$ cat config.mk
export PLATFORM = sky130hd
export DESIGN_NAME = hc8_rom_loader
export DESIGN_NICKNAME = d
export VERILOG_FILES = /design/src/rtl/hc8_rom_loader_pkg.sv /design/src/rtl/hc8_uart_rx.sv /design/src/rtl/hc8_rom_loader.sv
export SDC_FILE = /design/constraint.sdc
export NUM_CORES = 1
export LEC_CHECK = 0
export ABC_AREA = 1
export BUFFER_PORTS_ARGS = -buffer_cell sky130_fd_sc_hd__buf_2
export CELL_PAD_IN_SITES_DETAIL_PLACEMENT = 0
export CELL_PAD_IN_SITES_GLOBAL_PLACEMENT = 1
export CORE_UTILIZATION = 42
export DETAILED_ROUTE_END_ITERATION = 6
export PLACE_DENSITY_LB_ADDON = 0.05
export SLEW_MARGIN = 5
export SYNTH_ARGS = -nofsm -noshare
export SYNTH_HDL_FRONTEND = slang
export SYNTH_SLANG_ARGS = --single-unit
export TNS_END_PERCENT = 5
$ cat constraint.sdc
create_clock -name clk -period 2.7 [get_ports clk]
set_clock_uncertainty 0.2 [all_clocks]
set_input_delay 0.54 -clock clk [delete_from_list [all_inputs] [get_ports clk]]
set_output_delay 0.54 -clock clk [all_outputs]
set_load 0.05 [all_outputs]
$ cat src/rtl/hc8_rom_loader_pkg.sv
// Shared constants for the HC8 serial program loader: sync byte, ROM geometry,
// loader and UART receiver state encodings.
package hc8_rom_loader_pkg;

    localparam logic [7:0]  HC8_SYNC_BYTE  = 8'h55;
    localparam int unsigned HC8_ROM_ADDR_W = 12;
    localparam int unsigned HC8_LEN_W      = 12;

    localparam logic [2:0] LD_IDLE  = 3'd0;
    localparam logic [2:0] LD_LEN_H = 3'd1;
    localparam logic [2:0] LD_LEN_L = 3'd2;
    localparam logic [2:0] LD_DATA  = 3'd3;
    localparam logic [2:0] LD_CSUM  = 3'd4;
    localparam logic [2:0] LD_DONE  = 3'd5;
    localparam logic [2:0] LD_ERR   = 3'd6;

    localparam logic [1:0] RX_IDLE  = 2'd0;
    localparam logic [1:0] RX_START = 2'd1;
    localparam logic [1:0] RX_DATA  = 2'd2;
    localparam logic [1:0] RX_STOP  = 2'd3;

    // States in which a frame is in flight.
    function automatic logic ld_busy(input logic [2:0] s);
        return (s == LD_LEN_H) || (s == LD_LEN_L) || (s == LD_DATA) || (s == LD_CSUM);
    endfunction

endpackage

$ cat src/rtl/hc8_uart_rx.sv
// 8N1 UART receiver: 2-flop synchronizer, false-start rejection at half bit,
// mid-bit sampling, single-cycle byte_valid or frame_err after the stop sample.
module hc8_uart_rx
    import hc8_rom_loader_pkg::*;
#(
    parameter int unsigned CLKS_PER_BIT = 16
) (
    input  logic       clk,
    input  logic       nReset,
    input  logic       rxd,
    output logic       byte_valid,
    output logic [7:0] byte_data,
    output logic       frame_err
);

    localparam int unsigned CNT_W = $clog2(CLKS_PER_BIT);
    localparam logic [CNT_W-1:0] HALF_M1 = CNT_W'(CLKS_PER_BIT / 2 - 1);
    localparam logic [CNT_W-1:0] FULL_M1 = CNT_W'(CLKS_PER_BIT - 1);

    logic             rxd_meta_q, rxd_sync_q, rxd_prev_q;
    logic [1:0]       state_q, state_d;
    logic [CNT_W-1:0] cnt_q, cnt_d;
    logic [2:0]       bit_q, bit_d;
    logic [7:0]       shift_q, shift_d;
    logic             valid_q, valid_d;
    logic             ferr_q, ferr_d;

    always_comb begin
        state_d = state_q;
        cnt_d   = cnt_q + CNT_W'(1);
        bit_d   = bit_q;
        shift_d = shift_q;
        valid_d = 1'b0;
        ferr_d  = 1'b0;
        case (state_q)
            RX_IDLE: begin
                cnt_d = '0;
                if (rxd_prev_q && !rxd_sync_q) state_d = RX_START;
            end
            RX_START: begin
                if (cnt_q == HALF_M1) begin
                    cnt_d   = '0;
                    bit_d   = 3'd0;
                    state_d = rxd_sync_q ? RX_IDLE : RX_DATA;
                end
            end
            RX_DATA: begin
                if (cnt_q == FULL_M1) begin
                    cnt_d   = '0;
                    shift_d = {rxd_sync_q, shift_q[7:1]};
                    bit_d   = bit_q + 3'd1;
                    if (bit_q == 3'd7) state_d = RX_STOP;
                end
            end
            RX_STOP: begin
                if (cnt_q == FULL_M1) begin
                    cnt_d   = '0;
                    state_d = RX_IDLE;
                    valid_d = rxd_sync_q;
                    ferr_d  = !rxd_sync_q;
                end
            end
            default: state_d = RX_IDLE;
        endcase
    end

    always_ff @(posedge clk or negedge nReset) begin
        if (!nReset) begin
            rxd_meta_q <= 1'b1;
            rxd_sync_q <= 1'b1;
            rxd_prev_q <= 1'b1;
            state_q    <= RX_IDLE;
            cnt_q      <= '0;
            bit_q      <= 3'd0;
            shift_q    <= 8'h00;
            valid_q    <= 1'b0;
            ferr_q     <= 1'b0;
        end else begin
            rxd_meta_q <= rxd;
            rxd_sync_q <= rxd_meta_q;
            rxd_prev_q <= rxd_sync_q;
            state_q    <= state_d;
            cnt_q      <= cnt_d;
            bit_q      <= bit_d;
            shift_q    <= shift_d;
            valid_q    <= valid_d;
            ferr_q     <= ferr_d;
        end
    end

    assign byte_valid = valid_q;
    assign byte_data  = shift_q;
    assign frame_err  = ferr_q;

endmodule

$ cat src/rtl/hc8_rom_loader.sv
// HC8 program loader: parses 55/LEN_H/LEN_L/data/CSUM frames from the UART,
// writes the image into program ROM and holds the CPU in reset until a verified load.
module hc8_rom_loader
    import hc8_rom_loader_pkg::*;
#(
    parameter int unsigned CLKS_PER_BIT = 16,
    parameter int unsigned ADDR_W       = HC8_ROM_ADDR_W
) (
    input  logic              clk,
    input  logic              nReset,
    input  logic              rxd,
    output logic              rom_we,
    output logic [ADDR_W-1:0] rom_addr,
    output logic [7:0]        rom_wdata,
    output logic              cpu_nreset,
    output logic              busy,
    output logic              done,
    output logic              err
);

    logic                 rx_valid, rx_ferr;
    logic [7:0]           rx_data;
    logic [2:0]           state_q, state_d;
    logic [3:0]           len_hi_q, len_hi_d;
    logic [HC8_LEN_W-1:0] rem_q, rem_d;
    logic [HC8_LEN_W-1:0] len_c;
    logic [7:0]           sum_q, sum_d;
    logic [7:0]           csum_c;
    logic [ADDR_W-1:0]    rom_addr_q, rom_addr_d;
    logic [7:0]           rom_wdata_q, rom_wdata_d;
    logic                 rom_we_q, rom_we_d;
    logic                 cpu_nreset_q, cpu_nreset_d;
    logic                 busy_q, busy_d;
    logic                 done_q, done_d;
    logic                 err_q, err_d;

    hc8_uart_rx #(.CLKS_PER_BIT(CLKS_PER_BIT)) u_rx (
        .clk        (clk),
        .nReset     (nReset),
        .rxd        (rxd),
        .byte_valid (rx_valid),
        .byte_data  (rx_data),
        .frame_err  (rx_ferr)
    );

    assign len_c  = {len_hi_q, rx_data};
    assign csum_c = sum_q + rx_data;

    always_comb begin
        state_d      = state_q;
        len_hi_d     = len_hi_q;
        rem_d        = rem_q;
        sum_d        = sum_q;
        rom_addr_d   = rom_addr_q;
        rom_wdata_d  = rom_wdata_q;
        rom_we_d     = 1'b0;
        cpu_nreset_d = cpu_nreset_q;
        done_d       = done_q;
        err_d        = err_q;
        // Advance only when more bytes follow, so the address stays within 0..N-1.
        if (rom_we_q && (state_q == LD_DATA)) rom_addr_d = rom_addr_q + ADDR_W'(1);
        if (rx_ferr && ld_busy(state_q)) begin
            state_d      = LD_ERR;
            err_d        = 1'b1;
            cpu_nreset_d = 1'b0;
        end else if (rx_valid) begin
            case (state_q)
                LD_IDLE, LD_DONE, LD_ERR: begin
                    if (rx_data == HC8_SYNC_BYTE) begin
                        state_d      = LD_LEN_H;
                        cpu_nreset_d = 1'b0;
                        done_d       = 1'b0;
                        err_d        = 1'b0;
                    end
                end
                LD_LEN_H: begin
                    if (rx_data[7:4] != 4'h0) begin
                        state_d = LD_ERR;
                        err_d   = 1'b1;
                    end else begin
                        len_hi_d = rx_data[3:0];
                        state_d  = LD_LEN_L;
                    end
                end
                LD_LEN_L: begin
                    rem_d      = len_c;
                    sum_d      = 8'h00;
                    rom_addr_d = '0;
                    state_d    = (len_c == '0) ? LD_CSUM : LD_DATA;
                end
                LD_DATA: begin
                    rom_we_d    = 1'b1;
                    rom_wdata_d = rx_data;
                    sum_d       = csum_c;
                    rem_d       = rem_q - HC8_LEN_W'(1);
                    if (rem_q == HC8_LEN_W'(1)) state_d = LD_CSUM;
                end
                LD_CSUM: begin
                    if (csum_c == 8'h00) begin
                        state_d      = LD_DONE;
                        done_d       = 1'b1;
                        cpu_nreset_d = 1'b1;
                    end else begin
                        state_d = LD_ERR;
                        err_d   = 1'b1;
                    end
                end
                default: state_d = LD_IDLE;
            endcase
        end
        busy_d = ld_busy(state_d);
    end

    always_ff @(posedge clk or negedge nReset) begin
        if (!nReset) begin
            state_q      <= LD_IDLE;
            len_hi_q     <= 4'h0;
            rem_q        <= '0;
            sum_q        <= 8'h00;
            rom_addr_q   <= '0;
            rom_wdata_q  <= 8'h00;
            rom_we_q     <= 1'b0;
            cpu_nreset_q <= 1'b0;
            busy_q       <= 1'b0;
            done_q       <= 1'b0;
            err_q        <= 1'b0;
        end else begin
            state_q      <= state_d;
            len_hi_q     <= len_hi_d;
            rem_q        <= rem_d;
            sum_q        <= sum_d;
            rom_addr_q   <= rom_addr_d;
            rom_wdata_q  <= rom_wdata_d;
            rom_we_q     <= rom_we_d;
            cpu_nreset_q <= cpu_nreset_d;
            busy_q       <= busy_d;
            done_q       <= done_d;
            err_q        <= err_d;
        end
    end

    assign rom_we     = rom_we_q;
    assign rom_addr   = rom_addr_q;
    assign rom_wdata  = rom_wdata_q;
    assign cpu_nreset = cpu_nreset_q;
    assign busy       = busy_q;
    assign done       = done_q;
    assign err        = err_q;

endmodule

==> results of run 1 <==
==> kinds of logic (layout without fill, tap and decap cells) <==
logic type,count (synthesis),in the layout,synth area share [%]
AND/OR/NAND/NOR,217,217,24.3
AO/OA/AOI/OAI,105,105,14.3
buffers and inverters,82,127,7.74
flip-flops,74,74,45.7
adder cells (fa/ha/maj),18,18,5.74
XOR/XNOR,8,8,1.73
multiplexers,2,2,0.524
==> power by group <==
part,leakage (nW),internal (mW),switching (mW)
clock network,0.0944,0.406,0.421
registers,1.02,1.15,0.0306
logic,1.19,0.104,0.176
==> through the flow <==
| stage | instances | total power, mW | cell area, sq um |
|---|---|---|---|
| after floorplan | 506 | 1.40 | 4060 |
| after global routing | 680 | 2.42 | 4610 |
| after CTS | 679 | 2.33 | 4600 |
| final | 680 | 2.29 | 4610 |
| after detailed placement | 662 | 1.49 | 4400 |
| after global placement | 662 | 1.48 | 4400 |
==> layer usage <==
metal | wire [microns] | vias up | track usage (%)
li1 | - | 1738 | -
met1 | 4740 | 1595 | 28.8
met2 | 4110 | 43 | 32.6
met3 | 241 | 9 | 3.13
met4 | 133 | 0 | 6.69
met5 | 0 | - | 0
==> synthesized netlist by cell type, drive strengths merged, types with 3 or more instances <==
cell type | count | area (sq um)
nand3 | 31 | 173
o22ai | 3 | 18.8
clkbuf | 7 | 27.5
nor2 | 43 | 184
dfrtp | 71 | 1780
nand2 | 113 | 424
ha | 17 | 213
a22o | 3 | 26.3
nand4 | 6 | 37.5
o31ai | 3 | 22.5
inv | 72 | 273
xor2 | 6 | 52.6
o21ai | 60 | 300
a21oi | 30 | 161
dfstp | 3 | 78.8
nor3 | 18 | 111
==> path summary, 6_finish.rpt <==
path,start,end,slack (ns),cells past startpoint
min,rxd,u_rx.rxd_meta_q,0.09,1
max,u_rx.byte_data[0],done,0.26,14
min in group asynchronous,nReset,rem_q[11],0.50,2
max in group asynchronous,nReset,u_rx.rxd_meta_q,1.14,3
max reg2reg,u_rx.byte_data[0],done,0.26,14
min reg2reg,u_rx.rxd_meta_q,u_rx.rxd_sync_q,0.16,0
==> worst register-to-register path: stages (launching register included) <==
cell and delay (ns):
dfrtp_1 0.42, ha_2 0.22, fa_2 0.36, nand2_1 0.08
nand2_1 0.07, nand3_1 0.09, nand2_1 0.06, nand2_1 0.06
nand2_1 0.07, nor2_2 0.12, nand2_1 0.08, nand2_1 0.08
nand4_1 0.14, o21ai_0 0.18, o21ai_0 0.10
==> what timing repair did <==
action	CTS	global route
hold endpoints to repair	37	0
buffers inserted	0	1
hold buffers	1	0
endpoints found under the setup margin	0	3
resized for setup	0	3
==> final cells by class <==
| cell class | instances | share of cell area [%] |
|---|---|---|
| Clock buffer | 12 | 3.58 |
| Clock inverter | 4 | 0.543 |
| Inverter | 74 | 6.11 |
| Multi-Input combinational cell | 350 | 41.1 |
| Sequential cell | 74 | 40.2 |
| Tap cell | 129 | 3.50 |
| Timing Repair Buffer | 37 | 4.94 |
==> registers in the layout (all words and copies together), names as in the netlist, 3 cells and up, named ones only <==
register        flops
sum_q               8
rom_wdata           8
rom_addr           12
u_rx.bit_q          3
u_rx.cnt_q          4
u_rx.byte_data      8
rem_q              12
state_q             3
len_hi_q            4
==> run metrics, run 1 <==
first-pass GRT wire length 16.0 mm; Worst EP arrival 2.47 ns; Hold WC Path Type input port to register; Fmax 410 MHz; FP Rows 35; RD Place Congestion 0.837; setup ws final 0.261 ns; post-synthesis cell type count 44; final hold vios 0; maximum clock insertion buffer count 2; Die H between 100 and 150 microns; most common cell after layout, fill and taps aside nand2_1; total grt overflow 0; share of layout cells above drive strength 1 14.0%; ys async rst share 100%; CP max stage cell dfrtp_1; final hold slack 0.0892 ns; Leakage 2.31 nW; diodes inserted 0; TNS Setup 0 ns; Slew HR 56.3%; 1st-iter DRT viols around 150; Die X 100 microns; core box area 9280 sq um; critical path endpoint category register; initial antenna violation count 0; pwr dens 496 nW/um^2; Routed WL around 9.2 mm; largest net degree at the start of global routing 39; I/O Pins 28; GRT Total Usage 20.5%; syn_nets 527; commonest cells after routing, fill and taps aside nand2_1 (113), dfrtp_1 (71), inv_1 (68), o21ai_0 (54), nor2_1 (37); Top cell by count, worst path nand2_1; Starting Density a little over two fifths; Top FF cell, synth dfrtp_1; TritonCTS Buffers 9; post-synthesis sequential area ratio 45.7%; Final nets 567; maximum vdd drop a little under 0.3 mV; CTS tree built; vias in the first global route 3321; CP delay by family, top simple AND/OR/NAND/NOR gates; RSZ-0062 raised after global routing false; Max Cap Viol 0; crit-path max cell delay approximately 0.42 ns; Crit Path Max Fanout 4; HPWL after DPL about 6.8 mm; crit-path cells ha_2, fa_2, nand2_1, nand2_1, nand3_1, nand2_1, nand2_1, nand2_1, nor2_2, nand2_1, nand2_1, nand4_1, o21ai_0, o21ai_0; area delta synth->final 13.7%; Setup WS pre-CTS between 0.1 and 0.15 ns; Tcrit/Tclk final between 90% and 100%; H-tree Lvls 3; clock latency at the later pin of the worst-skew pair 0.35 ns; post-synthesis cell count 506; Yosys warnings 0; CTS Root Cell clkbuf_8; Setup CP Type register to register; final-report setup violation count 0; synthesized flop and latch total 74; Worst Max-Slew Pin Slew 0.655 ns; run status complete, no violations; DR vias/cell between 4 and 5; CP Data Required Time 2.73 ns; storage element area 1860 sq um; clk slew on worst S/H paths approximately 0.08 ns; post-layout min period 2.44 ns; DR pass1 iterations 4; fillcell total 967; die area 10100 sq um; mean post-synth cell area 8.02 sq um; Max Slew Vio Count 0; I/O Buffers 27; via count roughly 3400; Multi-input gate area 1890 sq um; number of synthesized flops with an enable pin 0; Avg WL per Cell about 14 microns; Mapped Area 4060 sq um; Startpoint Class register; DRC viols 0; ANT nets after route 0; Post-Route Utilization 49.7%; Bufs and invs on worst path 0; CTS Sinks 74
Power figures use the tool's default switching activity.
==> run 2: changes to the inputs <==
==> constraint.sdc (replaced) <==
create_clock -name clk -period 2.7 [get_ports clk]
set_clock_uncertainty 0.2 [all_clocks]
set_input_delay 0.27 -clock clk [delete_from_list [all_inputs] [get_ports clk]]
set_output_delay 0.27 -clock clk [all_outputs]
set_load 0.05 [all_outputs]
==> run metrics, run 2 (synthesis gave the netlist of run 1 again) <==
run status complete, no violations; met2 WL 4.02 mm; placed cell count 661; I/O Buffers 27; Setup crit end done; Met3 Wirelength between 200 and 300 microns; Max Slew Vio Count 0; TritonCTS Buffers 9; Hold WC Path Type register to register; storage element area between 1500 and 2000 sq um; post-layout min period about 2.4 ns; fillcell total 944; crit-path max cell delay 0.42 ns; Max Used Layer met4; CTS Sinks 74; Setup CP Type register to register; Reg2Reg Setup Slack 0.27 ns; Worst Max-Slew Pin Slew 0.975 ns; reg-to-reg startpoint u_rx.byte_data[0]; RD Place Congestion 0.826; Die H 100 microns; CP Data Required Time around 2.7 ns; GRT Total Usage 20.5%; final-report setup violation count 0; Die X 100 microns; pwr dens approximately 540 nW/um^2; Top cell by count, worst path nand2_1; Avg WL per Cell 13.6 microns; M1 WL 4.84 mm; CTS tree built; clk slew on worst S/H paths 0.08 ns; sw frac between 20% and 30%; Post-DP Area 4380 sq um; Startpoint Class register; vias in the first global route 3309; final hold vios 0; maximum vdd drop 0.398 mV; largest net degree at the start of global routing 75; total grt overflow 0; 1st-iter DRT viols 131; CTS Root Cell clkbuf_8; commonest cells after routing, fill and taps aside nand2_1 (113), dfrtp_1 (71), inv_1 (68), o21ai_0 (53), nor2_1 (37); Tcrit/Tclk final 90.0%; Routed WL 9.26 mm; Multi-input gate area between 1500 and 2000 sq um; DRC viols 0; Post-Route Utilization 50.1%; Bufs and invs on worst path 0; crit-path cells ha_2, fa_2, nand2_1, nand2_1, nand3_1, nand2_1, nand2_1, nand2_1, nor2_2, nand2_1, nand2_1, nand4_1, o21ai_1, o21ai_0; DR vias/cell 4.99; Power Total 2.52 mW; core box area 9280 sq um; Worst EP arrival 2.47 ns; H-tree Lvls 3; Leakage 2.32 nW; maximum clock insertion buffer count 2; ANT nets after route 0; Slew HR 35.0%; TNS Setup 0 ns; first-pass GRT wire length approximately 16 mm; Max Cap Viol 0; reg2reg path depth 14; share of layout cells above drive strength 1 13.5%; Crit Path Max Fanout 4; CP delay by family, top simple AND/OR/NAND/NOR gates; area delta synth->final 14.6%; end of the worst register-to-register path done; Clock power frac between 40% and 50%; critical path endpoint category register; diodes inserted 0; CP max stage cell dfrtp_1; Setup WS pre-CTS 0.123 ns; Final Non-Filler Cells 679; sw power 0.632 mW; Logic pwr share 11.0%; worst setup path start u_rx.byte_data[0]; Fmax between 400 and 500 MHz; setup ws final roughly 0.27 ns; FP Rows 35; RSZ-0062 raised after global routing false; initial antenna violation count 0; clock latency at the later pin of the worst-skew pair 0.35 ns; cell-internal power around 1.9 mW; I/O Pins 28; Final nets roughly 570; DR pass1 iterations 4; die area 10100 sq um; final hold slack 0.150 ns; Setup Buffers After CTS 0; via count roughly 3400; final instance area 4650 sq um; most common cell after layout, fill and taps aside nand2_1; HPWL after DPL 6.65 mm; part of the power in registers 46.8%; WP depth 14; Starting Density 43.7%
## run 2: area by class of cell
cell class / count / area share [%]
multi-input combinational: 350 / 40.8
clock inverter: 5 / 2.21
clock buffer: 11 / 3.04
inverter: 74 / 6.06
sequential: 74 / 39.9
tap: 129 / 3.47
timing repair buffer: 36 / 4.52
## run 2: worst min path at each step
stage                               start                         end  slack (ns)  depth (start not counted)
after detailed placement  u_rx.rxd_meta_q             u_rx.rxd_sync_q        0.15                          0
after CTS                 u_rx.rxd_meta_q             u_rx.rxd_sync_q        0.15                          0
after floorplan                    nReset  asynchronous set/reset pin       -0.23                          0
final                     u_rx.rxd_meta_q             u_rx.rxd_sync_q        0.15                          0
after global placement    u_rx.rxd_meta_q             u_rx.rxd_sync_q        0.15                          0
after global routing      u_rx.rxd_meta_q             u_rx.rxd_sync_q        0.15                          0
## run 2: what timing repair did
action | 4_1_cts | 5_1_grt
hold buffers | 2 | 0
resized for setup | 0 | 4
setup endpoints to repair | 0 | 3
hold endpoints to repair | 72 | 0
## run 2: power groups by stage
stage	Combinational [mW]	Sequential (mW)	Clock [mW]
global route	0.332	1.19	1.13
floorplan	0.205	1.19	0
global placement	0.278	1.20	0
CTS	0.284	1.18	1.09
finish	0.278	1.18	1.06
detailed placement	0.283	1.20	0
## run 2: per-layer routing
layer	vias up	GRT usage, %
li1	1738	-
met1	1586	29.9
met2	58	31.1
met3	9	2.92
met4	0	7.36
met5	-	0
